File: config.mk
export PLATFORM = sky130hd
export DESIGN_NAME = universal_register_flat
export DESIGN_NICKNAME = d
export VERILOG_FILES = /design/src/rtl/universal_register_pkg.sv /design/src/rtl/universal_register_if.sv /design/src/rtl/dff_sre.sv /design/src/rtl/universal_register.sv /design/src/flat_wrapper.sv
export SDC_FILE = /design/constraint.sdc
export NUM_CORES = 1
export LEC_CHECK = 0
export CAP_MARGIN = 20
export CORE_AREA = 2 2 39 41
export CTS_BUF_LIST = sky130_fd_sc_hd__clkbuf_2 sky130_fd_sc_hd__clkbuf_4 sky130_fd_sc_hd__clkbuf_8
export CTS_CLUSTER_SIZE = 16
export DETAILED_ROUTE_END_ITERATION = 7
export DIE_AREA = 0 0 41 43
export GPL_TIMING_DRIVEN = 0
export HOLD_SLACK_MARGIN = 0.08
export PLACE_DENSITY_LB_ADDON = 0.08
export SYNTH_ARGS = -nofsm -noshare
export SYNTH_HDL_FRONTEND = slang
export SYNTH_SLANG_ARGS = --single-unit
File: constraint.sdc
create_clock -name c -period 1.8 [get_ports c]
set_clock_uncertainty 0.15 [all_clocks]
set_input_delay 0.54 -clock c [delete_from_list [all_inputs] [get_ports c]]
set_output_delay 0.54 -clock c [all_outputs]
set_load 0.05 [all_outputs]
File: src/rtl/universal_register_pkg.sv
// rtl/universal_register_pkg.sv - mode encodings shared by the register and its users
package universal_register_pkg;

  typedef logic [2:0] mode_t;

  localparam mode_t MODE_HOLD = 3'b000;
  localparam mode_t MODE_LOAD = 3'b001;
  localparam mode_t MODE_SHR  = 3'b010;
  localparam mode_t MODE_SHL  = 3'b011;
  localparam mode_t MODE_ROR  = 3'b100;
  localparam mode_t MODE_ROL  = 3'b101;
  localparam mode_t MODE_INC  = 3'b110;
  localparam mode_t MODE_DEC  = 3'b111;

endpackage

File: src/rtl/universal_register_if.sv
// rtl/universal_register_if.sv - control, data and status bundle of the universal register
interface universal_register_if #(
  parameter int WIDTH = 4
) ();

  logic             en;
  logic [2:0]       mode;
  logic [WIDTH-1:0] d;
  logic             sil;
  logic             sir;
  logic [WIDTH-1:0] q;
  logic             so;
  logic             co;
  logic             zero;

  modport master (
    output en, mode, d, sil, sir,
    input  q, so, co, zero
  );

  modport slave (
    input  en, mode, d, sil, sir,
    output q, so, co, zero
  );

endinterface

File: src/rtl/dff_sre.sv
// rtl/dff_sre.sv - single-bit rising-edge D flip-flop with synchronous reset and enable
module dff_sre (
  input  logic c,
  input  logic rst,
  input  logic en,
  input  logic d,
  output logic q
);

  always_ff @(posedge c) begin
    if (rst) begin
      q <= 1'b0;
    end else if (en) begin
      q <= d;
    end
  end

endmodule

File: src/rtl/universal_register.sv
// rtl/universal_register.sv - WIDTH-bit hold/load/shift/rotate/count register built from dff_sre cells
module universal_register
  import universal_register_pkg::*;
#(
  parameter int WIDTH = 4
) (
  input  logic                c,
  input  logic                rst,
  universal_register_if.slave bus
);

  logic [WIDTH-1:0] q_r;
  logic             so_r;
  logic             co_r;
  logic [WIDTH-1:0] next_q;
  logic             next_so;
  logic             next_co;
  logic [WIDTH:0]   inc_full;
  logic [WIDTH:0]   dec_full;

  // The extra top bit of the widened sum/difference is the carry or borrow out.
  assign inc_full = {1'b0, q_r} + {{WIDTH{1'b0}}, 1'b1};
  assign dec_full = {1'b0, q_r} - {{WIDTH{1'b0}}, 1'b1};

  always_comb begin
    next_q  = q_r;
    next_so = so_r;
    next_co = co_r;
    case (bus.mode)
      MODE_LOAD: next_q = bus.d;
      MODE_SHR: begin
        next_q  = {bus.sil, q_r[WIDTH-1:1]};
        next_so = q_r[0];
      end
      MODE_SHL: begin
        next_q  = {q_r[WIDTH-2:0], bus.sir};
        next_so = q_r[WIDTH-1];
      end
      MODE_ROR: begin
        next_q  = {q_r[0], q_r[WIDTH-1:1]};
        next_so = q_r[0];
      end
      MODE_ROL: begin
        next_q  = {q_r[WIDTH-2:0], q_r[WIDTH-1]};
        next_so = q_r[WIDTH-1];
      end
      MODE_INC: begin
        next_q  = inc_full[WIDTH-1:0];
        next_co = inc_full[WIDTH];
      end
      MODE_DEC: begin
        next_q  = dec_full[WIDTH-1:0];
        next_co = dec_full[WIDTH];
      end
      default: begin
        next_q  = q_r;
        next_so = so_r;
        next_co = co_r;
      end
    endcase
  end

  for (genvar i = 0; i < WIDTH; i++) begin : g_bit
    dff_sre u_q (
      .c  (c),
      .rst(rst),
      .en (bus.en),
      .d  (next_q[i]),
      .q  (q_r[i])
    );
  end

  dff_sre u_so (
    .c  (c),
    .rst(rst),
    .en (bus.en),
    .d  (next_so),
    .q  (so_r)
  );

  dff_sre u_co (
    .c  (c),
    .rst(rst),
    .en (bus.en),
    .d  (next_co),
    .q  (co_r)
  );

  assign bus.q    = q_r;
  assign bus.so   = so_r;
  assign bus.co   = co_r;
  assign bus.zero = (q_r == '0);

endmodule

File: src/flat_wrapper.sv
// flat-port wrapper written by rule: the top's interface ports become plain ports
module universal_register_flat import universal_register_pkg::*;
#(
  parameter int WIDTH = 4
)
  (c, rst, bus_en, bus_mode, bus_d, bus_sil, bus_sir, bus_q, bus_so, bus_co, bus_zero);
  universal_register_if #(.WIDTH(WIDTH)) bus_i ();
  input  logic c;
  input  logic rst;
  input wire logic [$bits(bus_i.en)-1:0] bus_en;
  input wire logic [$bits(bus_i.mode)-1:0] bus_mode;
  input wire logic [$bits(bus_i.d)-1:0] bus_d;
  input wire logic [$bits(bus_i.sil)-1:0] bus_sil;
  input wire logic [$bits(bus_i.sir)-1:0] bus_sir;
  output wire logic [$bits(bus_i.q)-1:0] bus_q;
  output wire logic [$bits(bus_i.so)-1:0] bus_so;
  output wire logic [$bits(bus_i.co)-1:0] bus_co;
  output wire logic [$bits(bus_i.zero)-1:0] bus_zero;
  assign bus_i.en = bus_en;
  assign bus_i.mode = bus_mode;
  assign bus_i.d = bus_d;
  assign bus_i.sil = bus_sil;
  assign bus_i.sir = bus_sir;
  assign bus_q = bus_i.q;
  assign bus_so = bus_i.so;
  assign bus_co = bus_i.co;
  assign bus_zero = bus_i.zero;
  universal_register #(.WIDTH(WIDTH)) u_core (.c(c), .rst(rst), .bus(bus_i));
endmodule
## Yosys cells after proc, flatten, opt, wreduce, memory -nomap -nowiden

Index checks and enable logic that the tools add are counted.

- Add/subtract/negate cells: 2
- Equal/unequal tests: 7
- Mux-type cells: 3
- Reduce and logical (&&, ||, !) cells: 9

Operators with widths:

| kind | count |
|---|---|
| one-hot mux 4 bit (7 select lines) | 1 |
| == test 3 bit, second input constant | 4 |
| nonzero test 7 bit | 1 |
| == test 3 x 2 -> 1 bit, second input constant | 2 |
| AND reduction 2 bit | 3 |
| adder 4 x 1 -> 5 bit, second input constant | 1 |
| subtractor 4 x 1 -> 5 bit, second input constant | 1 |
| logical NOT 4 bit | 1 |
| one-hot mux 1 bit (2 select lines) | 2 |
| nonzero test 2 bit | 2 |
| OR reduction 2 bit | 2 |
| == test 3 x 1 -> 1 bit, second input constant | 1 |

- Register bits: 6
- Output and inout port bits: 7
- Logic and storage cells: 27
- Bits of input ports: 12

## Longest topological paths before layout

- Word-level depth: 4
- Depth in mapped cells: 6
- Mapped depth without buffers: 6

## Hierarchy

Synthesis repeated with hierarchy kept, for this count alone.

- Cells, all modules: 79
- Area total of the unflattened synthesis: 621.8 sq um

By module, submodules not included:

| module | instances | seq. area each (sq um) | area an instance (sq um) | cells each |
|---|---|---|---|---|
| universal_register | 1 | 0.0 | 419.2 | 61 |
| dff_sre | 6 | 20.0 | 33.8 | 3 |

## Worst setup path before layout

No wires, ideal clock.

- Path kind: flip-flop to output port
- Start point: register u_core.g_bit[1].u_q.q
- End point: output bus_zero
- Stages on the path, launching flop included: 4
- Slack: 0.085 ns
- Buffers on the path: 0
- Arrival time: 1.025 ns
- Data required time: 1.110 ns
- Cells stage by stage: dfxtp_1 -> inv_1 -> ha_1 -> and2_1

- Cells in the longest elaborated chain, start to end: 1

RTL lines:

| item | RTL line | RTL |
|---|---|---|
| from (decl) | dff_sre.sv:7 | `output logic q` |
| from (signal assigned) | dff_sre.sv:12 | `q <= 1'b0;` |
| from (signal assigned) | dff_sre.sv:14 | `q <= d;` |
| logical NOT 4 bit | universal_register.sv:92 | `assign bus.zero = (q_r == '0);` |
| to (decl) | flat_wrapper.sv:18 | `output wire logic [$bits(bus_i.zero)-1:0] bus_zero;` |

No other way between the ends.

## Worst setup path after layout

Ends and elaborated chain as after synthesis.

==> impl_results.md <==
* Vias/cell at 5.672
* Leakage at 0.3694 nW
* DR iter-0 viols at 21
* Initial DRT Pass Iterations at 4
* Worst-path clk slew at 60 ps
* Combinational share of power at 48.5%
* Core area at 1384 um2
* Setup WS post-layout at -21.24 ps
* Die width at 41 um
* First-pass GRT wire length at 2.449 mm
* Final #Nets at 122
* Vias in the first global route at 573
* Final worst path period share at 101.2%
* Row count at 14
* Starting density of the core at 43.49%
* Chip height at 43 um
* Outcome: finished, violations left
* WL final at 1.765 mm
* H-tree lvl count at 1
* DR vias at 692
* I/O pin cnt at 19
* # port buffers at 18
* Clock root buffer: clkbuf_4
* RSZ-0062 raised after global routing: yes
* Pwr Total at 0.5776 mW
* Synth-to-layout area growth at 48.86%
* Dpl cell area at 802.0 um2
* GRT Total Usage at 20.82%
* Worst EP arrival at 1130 ps
* P_sw at 0.2259 mW
* Placer Congestion at 0.8673
* # DRC at 0
* Hold/Removal Path Class: reg -> reg
* Max Root-Sink Buffers at 2
* Number of synthesized register bits at 6
* Final setup fails at 1
* CP Max Fanout at 6
* Worst vdd ir at 394.7 uV
* Fraction of layout instances using a drive strength above 1 at 37.74%
* Initial antenna violation count at 0
* Final Critical Period at 1821 ps
* Design Area, Final at 895.9 um2
* Worst Tran Pin Value at 289.2 ps
* WS Path Type: reg -> out
* Clk_lat worst skew at 260 ps
* CTS sink count at 6
* Violated checks: setup timing
* Hold buffer count at cts at 0
* Achievable frequency at 0.5491 GHz
* Ant. Diodes at 0
* Count of max-cap constraint violations at 0
* Post-synth top area cell: dfxtp_1
* Die Area at 1763 um2
* Slew Limit Fails at 0
* Mapped Cells at 79
* Sequential-to-total area share from yosys stat at 19.96%
* Yosys top cell area share at 19.96%
* Syn_area_per_cell at 7.618 um2
* Critical Path End Type: primary output
* Net Sw Frac at 39.11%
* Synthesized area at 601.8 um2
* Critical Path Start Type: flip-flop
* Synth cell types at 30
* Final hold violations at 0
* Synth Net Count at 93
* Hpwl dp at 1.106 mm
* Post-placement setup slack at -545.4 ps
* Worst slew margin at 80.60%
* Avg WL per Cell at 14.47 um
* Pwr dens at 644.8 nW/um2
* CTS tree: built
* CTS buffer count at 3
* Ranking of synthesized cells by area: dfxtp_1, a21oi_1, buf_6, buf_4, nand2_1
* Synthesis Warnings at 0
* Int Power at 0.3517 mW
* Clock power share at 24.1%
* Core Util, Final at 64.74%
* Part of the power in registers at 27.4%
* DRT antenna net count at 0
* Aggregate global routing overflow at 0
* Largest net degree at the start of global routing at 11
* WHS at 362.5 ps
* Data required time of the worst path at 1110 ps
==> synthesized netlist by cell type <==
cell type	n
a211oi_1	3
a21oi_1	12
a311o_1	1
a311oi_1	3
a31oi_1	2
and2_1	2
and2b_1	1
and3_1	1
and4_1	1
buf_2	2
buf_4	4
buf_6	3
dfxtp_1	6
ha_1	2
inv_1	2
mux2i_1	1
nand2_1	8
nand2b_1	2
nand3b_1	3
nor2_1	5
nor2b_1	3
nor3_1	3
nor3b_2	1
o21ai_0	1
o221ai_1	2
o22ai_1	1
o41ai_2	1
or3_1	1
xnor2_1	1
xor2_1	1
==> routing by layer <==
| layer | share of wire [%] | track usage (%) | up-vias |
|---|---|---|---|
| met5 | 0 | 0 | - |
| met4 | 2.0 | 13.33 | 0 |
| met3 | 6.9 | 5.236 | 5 |
| met2 | 50 | 30.00 | 35 |
| met1 | 41 | 26.11 | 308 |
| li1 | - | - | 344 |
==> metrics by stage <==
stage | instances | setup TNS [ps]
after floorplan | 79 | 0
after global placement | 113 | -3847
after detailed placement | 113 | -3932
after CTS | 116 | -52.98
after global routing | 122 | -52.98
final | 122 | -21.24
==> worst max-delay path, cell delays in order (launching register included) <==
cell	delay, ps
dfxtp_4	390
inv_4	50
ha_4	160
and2_4	130
buf_8	140
==> power groups by stage <==
stage / sequential, mW / combinational (mW) / clock [mW]
2_1_floorplan: 0.167 / 0.152 / 0
3_3_place_gp: 0.161 / 0.236 / 0
3_5_place_dp: 0.161 / 0.237 / 0
4_1_cts: 0.159 / 0.240 / 0.139
5_1_grt: 0.160 / 0.298 / 0.148
6_report: 0.158 / 0.280 / 0.139
==> cell type report <==
cell class,count,area [um2]
Fill cell,133,488.0
Multi-Input combinational cell,62,436.7
Timing Repair Buffer,24,202.7
Sequential cell,6,130.1
Buffer,9,73.82
Clock buffer,3,22.52
Tap cell,16,20.02
Inverter,2,10.01
==> cell families (layout without fill, tap and decap cells) <==
kind of cell	count (synthesis)	after routing	synth area share [%]
xor+xnor	2	2	2.911
compound gates	26	26	29.32
fa+ha+maj	2	2	4.157
simple gates	31	31	28.48
buf+inv	11	38	13.51
mux	1	1	1.663
flops	6	6	19.96
==> worst paths after layout <==
check	from	cells past startpoint	end	slack, ps
worst max-delay path	u_core.g_bit[1].u_q.q	4	bus_zero	-20
worst min-delay path	u_core.u_co.q	2	u_core.u_co.q	360
worst max register to register	u_core.g_bit[1].u_q.q	6	u_core.g_bit[2].u_q.q	70
worst min register to register	u_core.u_co.q	2	u_core.u_co.q	360
==> state kept, by name, indices dropped and copies added, names as in the netlist <==
register	count
u_core.g_bit.u_q.q	4
u_core.u_so.q	1
u_core.u_co.q	1
==> layout by cell type, fill, tap and decap left out, types with 2 or more instances in the layout <==
master / instances
dfxtp_2: 2
buf_6: 3
a21oi_1: 11
nor2b_1: 3
clkbuf_4: 3
nor2_1: 4
a211oi_1: 2
clkdlybuf4s50_1: 8
buf_4: 11
nor3_1: 3
a311oi_1: 3
clkbuf_2: 3
a31oi_1: 2
dfxtp_4: 2
o221ai_1: 2
nand2_1: 7
nand3b_1: 3
buf_2: 4
dfxtp_1: 2
and2_4: 2
nand2b_1: 2
==> timing repair <==
item                       CTS  global route
gates resized for setup     41            15
pin swaps                    1             2
setup endpoints to repair   12             8
cloned                       0             0
buffers inserted             0             6
Power figures use the tool's default switching activity.
